`config.mk`:
```
export PLATFORM = sky130hd
export DESIGN_NAME = tour_cmd
export DESIGN_NICKNAME = d
export VERILOG_FILES = /design/src/rtl/tour_cmd.sv
export SDC_FILE = /design/constraint.sdc
export NUM_CORES = 1
export LEC_CHECK = 0
export BUFFER_PORTS_ARGS = -buffer_cell sky130_fd_sc_hd__buf_2
export CORE_AREA = 5 5 49 60
export CTS_CLUSTER_DIAMETER = 40
export DETAILED_ROUTE_END_ITERATION = 8
export DIE_AREA = 0 0 54 65
export GPL_TIMING_DRIVEN = 0
export PLACE_DENSITY_LB_ADDON = 0.05
export SLEW_MARGIN = 25
export SYNTH_ARGS = -nofsm -noshare
export SYNTH_HDL_FRONTEND = slang
export SYNTH_SLANG_ARGS = --single-unit
```
`constraint.sdc`:
```
create_clock -name clk -period 1.7 [get_ports clk]
set_input_delay 0.51 -clock clk [delete_from_list [all_inputs] [get_ports clk]]
set_output_delay 0.51 -clock clk [all_outputs]
set_load 0.01 [all_outputs]
```
`src/rtl/tour_cmd.sv`:
```
// rtl/tour_cmd.sv - command initiator: UART pass-through when idle, knight's tour move expansion otherwise
// Optional TOUR_ABORT_EN: a UART opcode-0 command during a tour ends it after the current move.
module tour_cmd #(
   parameter int NUM_MOVES = 24
) (
   input  logic        clk,
   input  logic        rst_n,
   input  logic        start_tour,
   input  logic [7:0]  move,
   output logic [4:0]  mv_indx,
   input  logic [15:0] cmd_UART,
   input  logic        cmd_rdy_UART,
   output logic        clr_cmd_rdy_UART,
   output logic [15:0] cmd,
   output logic        cmd_rdy,
   input  logic        clr_cmd_rdy,
   input  logic        send_resp,
   output logic [7:0]  resp
);

   typedef enum logic [2:0] {IDLE, VERT, WAIT_VERT, HORZ, WAIT_HORZ} state_t;

   localparam logic [4:0] LAST_INDX = 5'(NUM_MOVES - 1);

   state_t      state, nxt_state;
   logic [3:0]  dx_mag, dy_mag;
   logic        dx_neg, dy_neg;
   logic [15:0] vert_cmd, horz_cmd;
   logic        last_move;
   logic        abort_pend;
   logic        abort_req;

   // Lowest set bit wins; a zero vector decodes to zero-length legs heading south/west.
   always_comb begin
      dx_mag = 4'd0; dy_mag = 4'd0;
      dx_neg = 1'b1; dy_neg = 1'b1;
      casez (move)
         8'b???????1: begin dx_mag = 4'd1; dx_neg = 1'b0; dy_mag = 4'd2; dy_neg = 1'b0; end
         8'b??????10: begin dx_mag = 4'd1; dx_neg = 1'b1; dy_mag = 4'd2; dy_neg = 1'b0; end
         8'b?????100: begin dx_mag = 4'd2; dx_neg = 1'b1; dy_mag = 4'd1; dy_neg = 1'b0; end
         8'b????1000: begin dx_mag = 4'd2; dx_neg = 1'b1; dy_mag = 4'd1; dy_neg = 1'b1; end
         8'b???10000: begin dx_mag = 4'd1; dx_neg = 1'b1; dy_mag = 4'd2; dy_neg = 1'b1; end
         8'b??100000: begin dx_mag = 4'd1; dx_neg = 1'b0; dy_mag = 4'd2; dy_neg = 1'b1; end
         8'b?1000000: begin dx_mag = 4'd2; dx_neg = 1'b0; dy_mag = 4'd1; dy_neg = 1'b1; end
         8'b10000000: begin dx_mag = 4'd2; dx_neg = 1'b0; dy_mag = 4'd1; dy_neg = 1'b0; end
         default: ;
      endcase
   end

   assign vert_cmd  = {4'h4, (dy_neg ? 8'h7F : 8'h00), dy_mag};
   assign horz_cmd  = {4'h5, (dx_neg ? 8'h3F : 8'hBF), dx_mag};
   assign last_move = (mv_indx == LAST_INDX);

   always_ff @(posedge clk or negedge rst_n) begin
      if (!rst_n) state <= IDLE;
      else        state <= nxt_state;
   end

   always_comb begin
      nxt_state = state;
      case (state)
         IDLE:      if (start_tour)  nxt_state = VERT;
         VERT:      if (clr_cmd_rdy) nxt_state = WAIT_VERT;
         WAIT_VERT: if (send_resp)   nxt_state = HORZ;
         HORZ:      if (clr_cmd_rdy) nxt_state = WAIT_HORZ;
         WAIT_HORZ: if (send_resp)   nxt_state = (last_move || abort_pend) ? IDLE : VERT;
         default:                    nxt_state = IDLE;
      endcase
   end

   always_ff @(posedge clk or negedge rst_n) begin
      if (!rst_n)
         mv_indx <= 5'd0;
      else if (state == IDLE && start_tour)
         mv_indx <= 5'd0;
      else if (state == WAIT_HORZ && send_resp && !last_move && !abort_pend)
         mv_indx <= mv_indx + 5'd1;
   end

`ifdef TOUR_ABORT_EN
   // Consume the abort once; the pending flag masks further pulses until the tour ends.
   assign abort_req = (state != IDLE) && cmd_rdy_UART && (cmd_UART[15:12] == 4'h0) && !abort_pend;

   always_ff @(posedge clk or negedge rst_n) begin
      if (!rst_n)                  abort_pend <= 1'b0;
      else if (nxt_state == IDLE)  abort_pend <= 1'b0;
      else if (abort_req)          abort_pend <= 1'b1;
   end
`else
   assign abort_req  = 1'b0;
   assign abort_pend = 1'b0;
`endif

   always_comb begin
      cmd              = cmd_UART;
      cmd_rdy          = 1'b0;
      clr_cmd_rdy_UART = abort_req;
      resp             = 8'h5A;
      case (state)
         IDLE: begin
            cmd_rdy          = cmd_rdy_UART;
            clr_cmd_rdy_UART = clr_cmd_rdy;
            resp             = 8'hA5;
         end
         VERT: begin
            cmd     = vert_cmd;
            cmd_rdy = 1'b1;
         end
         WAIT_VERT: cmd = vert_cmd;
         HORZ: begin
            cmd     = horz_cmd;
            cmd_rdy = 1'b1;
         end
         WAIT_HORZ: begin
            cmd = horz_cmd;
            if (last_move || abort_pend) resp = 8'hA5;
         end
         default: ;
      endcase
   end

endmodule
```
==> impl_metrics.json, run 1 <==
{
  "synth-seq-cells": 8,
  "grt_pass1_vias": 921,
  "vias": 969,
  "rsz0062_at_grt": "true",
  "critical-path-slowest-cell": "dfrtp_1",
  "critPathArrivalTime_ns": 1.57,
  "initial_core_util": 0.315,
  "cts_htree_levels": 1,
  "violations": "negative setup slack",
  "drt_pass1_iterations": 3,
  "syn2layout_area_growth_pct": 96.8,
  "netlist_instances": 101,
  "seq_area_frac_synth": 0.267,
  "layout_setup_ws_ns": -0.385,
  "die_height_um": 65,
  "synth_edf_count": 0,
  "grt_max_degree": 11,
  "cts_root_buf": "clkbuf_4",
  "ys.flop_type": "dfrtp_1",
  "via_per_inst": 4.55,
  "max_freq_mhz": 480,
  "p_int_mw": 1.58,
  "drc": 0,
  "criticalPathCategory": "register to primary output",
  "critPathMaxFanout": 7,
  "slew-limit-headroom": 0.740,
  "power.total_mw": 2.77,
  "postPlaceCellArea_sq_mm": 0.00112,
  "grt_pass1_wl_um": 3730,
  "synth.area.top_cells": "dfrtp_1, nand2_1, buf_4",
  "synth_top_area_share": 0.267,
  "p_comb_frac": 0.854,
  "skew_ns": 0.00382,
  "n_antenna_cell": 0,
  "ant_nets": 0,
  "status": "complete, but fails checks",
  "fill_cells": 212,
  "syn_area_sq_um": 749,
  "clk_pin_slew_ns": 0.06,
  "yosys.cell_count.top_type": "nand2_1",
  "netlist_top_cells_count": "nand2_1, nor2_1, dfrtp_1, buf_4, and2_1",
  "multi_input_area_sq_um": 578,
  "end_kind": "primary output",
  "dp_hpwl_um": 1820,
  "cap_violations": 0,
  "grt_overflow": 0,
  "pwr-share-seq": 0.095,
  "design.core.area_sq_mm": 0.00238,
  "antenna_found_initial": 0,
  "ir_drop_mv": 0.935,
  "place.gp.congestion": 0.757,
  "path_cells": "buf_6, xnor2_4, or2_0, buf_4, a21o_1, buf_2",
  "final_hold_viol_count": 0,
  "hold_buffers": 0,
  "yosysWarnings": 0,
  "cts.path.max_buffers": 2,
  "fin_crit_ns": 2.08,
  "avgRoutedWirePerCell_um": 12.2,
  "startpoint_type": "register",
  "avgSynthCellArea_sq_um": 7.42,
  "cts_tree": "built",
  "p_switching_mw": 1.19,
  "track_usage": 0.138,
  "die_w_um": 54,
  "leakage_nw": 0.775,
  "p_clk_frac": 0.052,
  "numPortBuffers": 60,
  "syn_nets": 132,
  "drive_above_1_share": 0.628,
  "min_path_type": "input pin to asynchronous set/reset pin",
  "netlist-cell-type-count": 34,
  "synthArstFlopShare": 1.00,
  "slew_viol_final": 0,
  "cts.sinks": 8,
  "drt_wl_total_um": 2590,
  "io_pins": 61,
  "layout.nets": 213,
  "dp_slack_ns": -0.293,
  "sw_frac_of_total": 0.430,
  "rows": 20,
  "post-route-period-util": 1.23,
  "fin_area_sq_mm": 0.00148,
  "powerDensity_mw_per_mm2": 1880,
  "ff_latch_area_sq_um": 200,
  "clkLatencyLatePin_ns": 0.25,
  "tightest_slew_ns": 0.388,
  "synth_top_area_cell": "dfrtp_1",
  "setup_viol": 26,
  "cp.required_ns": 1.19,
  "cpPeakStageDelay_ns": 0.40,
  "cts_buffers": 3,
  "die_area_sq_mm": 0.00351,
  "dr.first_iter.drc_count": 3
}
[power by group through the flow]
stage                     Combinational, mW  Sequential [mW]  Clock (mW)
after floorplan                        1.13            0.259           0
after global placement                 1.67            0.259           0
after detailed placement               1.69            0.263           0
after CTS                              2.16            0.256       0.146
after global routing                   2.58            0.263       0.162
final                                  2.36            0.262       0.143
[path summary, 6_finish.rpt]
path	from	to	slack, ns	cells past startpoint
min reg2reg	mv_indx[4]	mv_indx[4]	0.58	2
max	state[0]	cmd[12]	-0.38	6
min	rst_n	mv_indx[3]	0.09	1
max in group asynchronous	rst_n	state[0]	1.43	1
max reg2reg	state[1]	mv_indx[0]	0.10	8
min in group clk	send_resp	state[2]	0.49	2
[sequential cells by signal, summed over array words and instances (netlist names)]
| name | flops |
|---|---|
| mv_indx | 5 |
| state | 3 |
[through the flow]
step | hold WS (ns) | util | setup TNS [ns] | instances
2_1_floorplan | 0.214 | - | -0.215 | 101
3_3_place_gp | 0.363 | 0.469 | -4.70 | 194
3_5_place_dp | 0.359 | 0.469 | -4.89 | 194
4_1_cts | 0.0908 | 0.585 | -7.71 | 211
5_1_grt | 0.0940 | 0.621 | -9.93 | 213
6_report | 0.0939 | 0.621 | -7.56 | 213
[routing by layer]
layer	up-vias	global-route usage	wire length (um)
met2	38	0.264	1420
met5	-	0	0
met3	0	0.0253	248
li1	499	-	-
met4	0	0.0374	0
met1	432	0.147	922
[worst max-delay path, delay by kind of cell, from the launching register on]
family                 cells  cell delay, ns
flip-flops                 1            0.40
XOR/XNOR                   1            0.13
AND/OR/NAND/NOR            1            0.22
AO/OA/AOI/OAI              1            0.15
buffers and inverters      3            0.43
[cells in the final DEF, fill, tap and decap left out, types with 2 or more instances in the layout]
cell type   n
a21oi_1     3
and2_4      4
buf_2      49
buf_4      11
buf_6      26
clkbuf_4    3
dfrtp_1     8
inv_4       2
nand2_1    22
nand3_2     2
nor2_1      9
nor2_2      2
nor3_1      2
nor3_2      2
o31ai_1     2
xor2_1      3
[cell families (layout without fill, tap and decap cells)]
family          count (synthesis)  after routing  synth area share
simple gates                   58             58             0.374
xor+xnor                        6              6            0.0802
flops                           8              8             0.267
fa+ha+maj                       1              1            0.0167
buf+inv                        12             91             0.114
compound gates                 16             16             0.149
[cell type report]
| cell class | instances | area share |
|---|---|---|
| Buffer | 10 | 0.0738 |
| Clock buffer | 3 | 0.0153 |
| Inverter | 2 | 0.00848 |
| Multi-Input combinational cell | 81 | 0.392 |
| Sequential cell | 8 | 0.136 |
| Tap cell | 33 | 0.0280 |
| Timing Repair Buffer | 76 | 0.347 |
[timing repair]
action | in CTS | in global routing
setup endpoints to repair | 25 | 31
gates cloned | 0 | 0
buffers inserted | 14 | 5
gates resized for setup | 33 | 20
pin swaps | 16 | 10
No activity file was read; power rests on OpenSTA's default activity.
==> run 2, diff against run 1 <==
--- a/config.mk
+++ b/config.mk
@@ -12,7 +12,9 @@
 export DIE_AREA = 0 0 54 65
 export GPL_TIMING_DRIVEN = 0
 export PLACE_DENSITY_LB_ADDON = 0.05
+export REMOVE_ABC_BUFFERS = 1
 export SLEW_MARGIN = 25
 export SYNTH_ARGS = -nofsm -noshare
 export SYNTH_HDL_FRONTEND = slang
 export SYNTH_SLANG_ARGS = --single-unit
+export TNS_END_PERCENT = 30
==> impl_metrics.json, run 2 (synthesis results as in run 1) <==
{
  "cts_root_buf": "clkbuf_4",
  "end_kind": "primary output",
  "fin_area_sq_mm": 0.00118,
  "clk_pin_slew_ns": 0.06,
  "die_area_sq_mm": 0.00351,
  "die_height_um": 65,
  "timing.setup.tns_ns": -6.22,
  "dp_slack_ns": -0.386,
  "layout_setup_ws_ns": -0.314,
  "layout_commonest_cell": "buf_2",
  "cts_tree": "built",
  "grt_max_degree": 9,
  "track_usage": 0.131,
  "criticalPathCategory": "register to primary output",
  "dp_cells": 184,
  "setup_viol": 26,
  "fin_crit_ns": 2.01,
  "cts.path.max_buffers": 2,
  "avgRoutedWirePerCell_um": 11.6,
  "n_antenna_cell": 0,
  "grt_overflow": 0,
  "status": "complete, but fails checks",
  "tightest_slew_ns": 0.374,
  "design.core.area_sq_mm": 0.00238,
  "place.gp.congestion": 0.691,
  "antenna_found_initial": 0,
  "drt_wl_total_um": 2310,
  "postPlaceCellArea_sq_mm": 0.00101,
  "cts_buffers": 3,
  "final_cells": 199,
  "grt_pass1_wl_um": 3500,
  "post-route-util": 0.497,
  "drive_above_1_share": 0.548,
  "ir_drop_mv": 0.816,
  "rsz0062_at_grt": "true",
  "final_cell_mix": "buf_2, nand2_1, buf_4",
  "rrSetupSlack_ns": 0.26,
  "critPathMaxFanout": 5,
  "power.total_mw": 2.12,
  "initial_core_util": 0.315,
  "layout.nets": 199,
  "syn2layout_area_growth_pct": 57.6,
  "final_hold_viol_count": 0,
  "startpoint_type": "register",
  "io_pins": 61,
  "numPortBuffers": 60,
  "dp_hpwl_um": 1760,
  "post-route-period-util": 1.18,
  "cts.sinks": 8,
  "fill_cells": 248,
  "via_per_inst": 4.64,
  "regMostFlops": "mv_indx",
  "grt_pass1_vias": 862,
  "violations": "negative setup slack",
  "critPathArrivalTime_ns": 1.50,
  "drt_pass1_iterations": 3,
  "cap_violations": 0,
  "slew_viol_final": 0,
  "skew_ns": 0.00646,
  "dr.first_iter.drc_count": 8,
  "reg_top3": "mv_indx (5), state (3)",
  "cts_htree_levels": 1,
  "max_freq_mhz": 496,
  "vias": 924,
  "cp.required_ns": 1.19,
  "die_w_um": 54,
  "leakage_nw": 0.657,
  "rows": 20,
  "powerDensity_mw_per_mm2": 1790,
  "fin_hold_ws_ns": 0.0937,
  "largest_reg_flops": 5,
  "clkLatencyLatePin_ns": 0.25,
  "slew-limit-headroom": 0.749,
  "min_path_type": "input pin to asynchronous set/reset pin",
  "ant_nets": 0,
  "drc": 0
}
==> run 2: area by class of cell <==
| type | instances | area (sq um) | area share |
|---|---|---|---|
| Clock buffer | 3 | 22.5 | 0.0191 |
| Multi-Input combinational cell | 81 | 515 | 0.436 |
| Inverter | 2 | 7.51 | 0.00636 |
| Tap cell | 33 | 41.3 | 0.0350 |
| Timing Repair Buffer | 72 | 390 | 0.331 |
| Sequential cell | 8 | 204 | 0.173 |
==> run 2: per-layer routing <==
layer	global-route usage	routed length (um)	vias up
met5	0	0	-
met4	0.0623	28	0
met3	0.0184	210	4
met2	0.267	1300	32
met1	0.115	775	417
li1	-	-	471
==> run 2: timing repair <==
item	in CTS	in global routing
endpoints found under the hold margin	0	0
hold buffers	0	0
setup buffers	12	0
pin swaps	6	0
setup endpoints to repair	25	30
resized for setup	16	2
==> run 2: final timing paths <==
check | from | cells past startpoint | endpoint
max in group asynchronous | rst_n | 1 | state[1]
hold / removal | rst_n | 1 | mv_indx[1]
setup reg to reg | state[1] | 5 | mv_indx[0]
setup / recovery | state[1] | 5 | cmd[1]
hold reg to reg | mv_indx[1] | 2 | mv_indx[1]
min in group clk | send_resp | 2 | state[2]
==> run 2: where the power goes <==
part	leakage [nW]	total (mW)	switching, mW	internal [mW]
sequential	0.103	0.292	0.0543	0.238
combinational	0.540	1.68	0.907	0.776
clock	0.0138	0.142	0.0618	0.0806
total	0.657	2.12	1.02	1.09
==> run 2: worst max-delay path, stage by stage (launching register included) <==
cell and delay, ns:
dfrtp_2 0.43, or3b_4 0.42, o21ai_4 0.11, nand3_1 0.10
nand2_1 0.07, buf_2 0.12
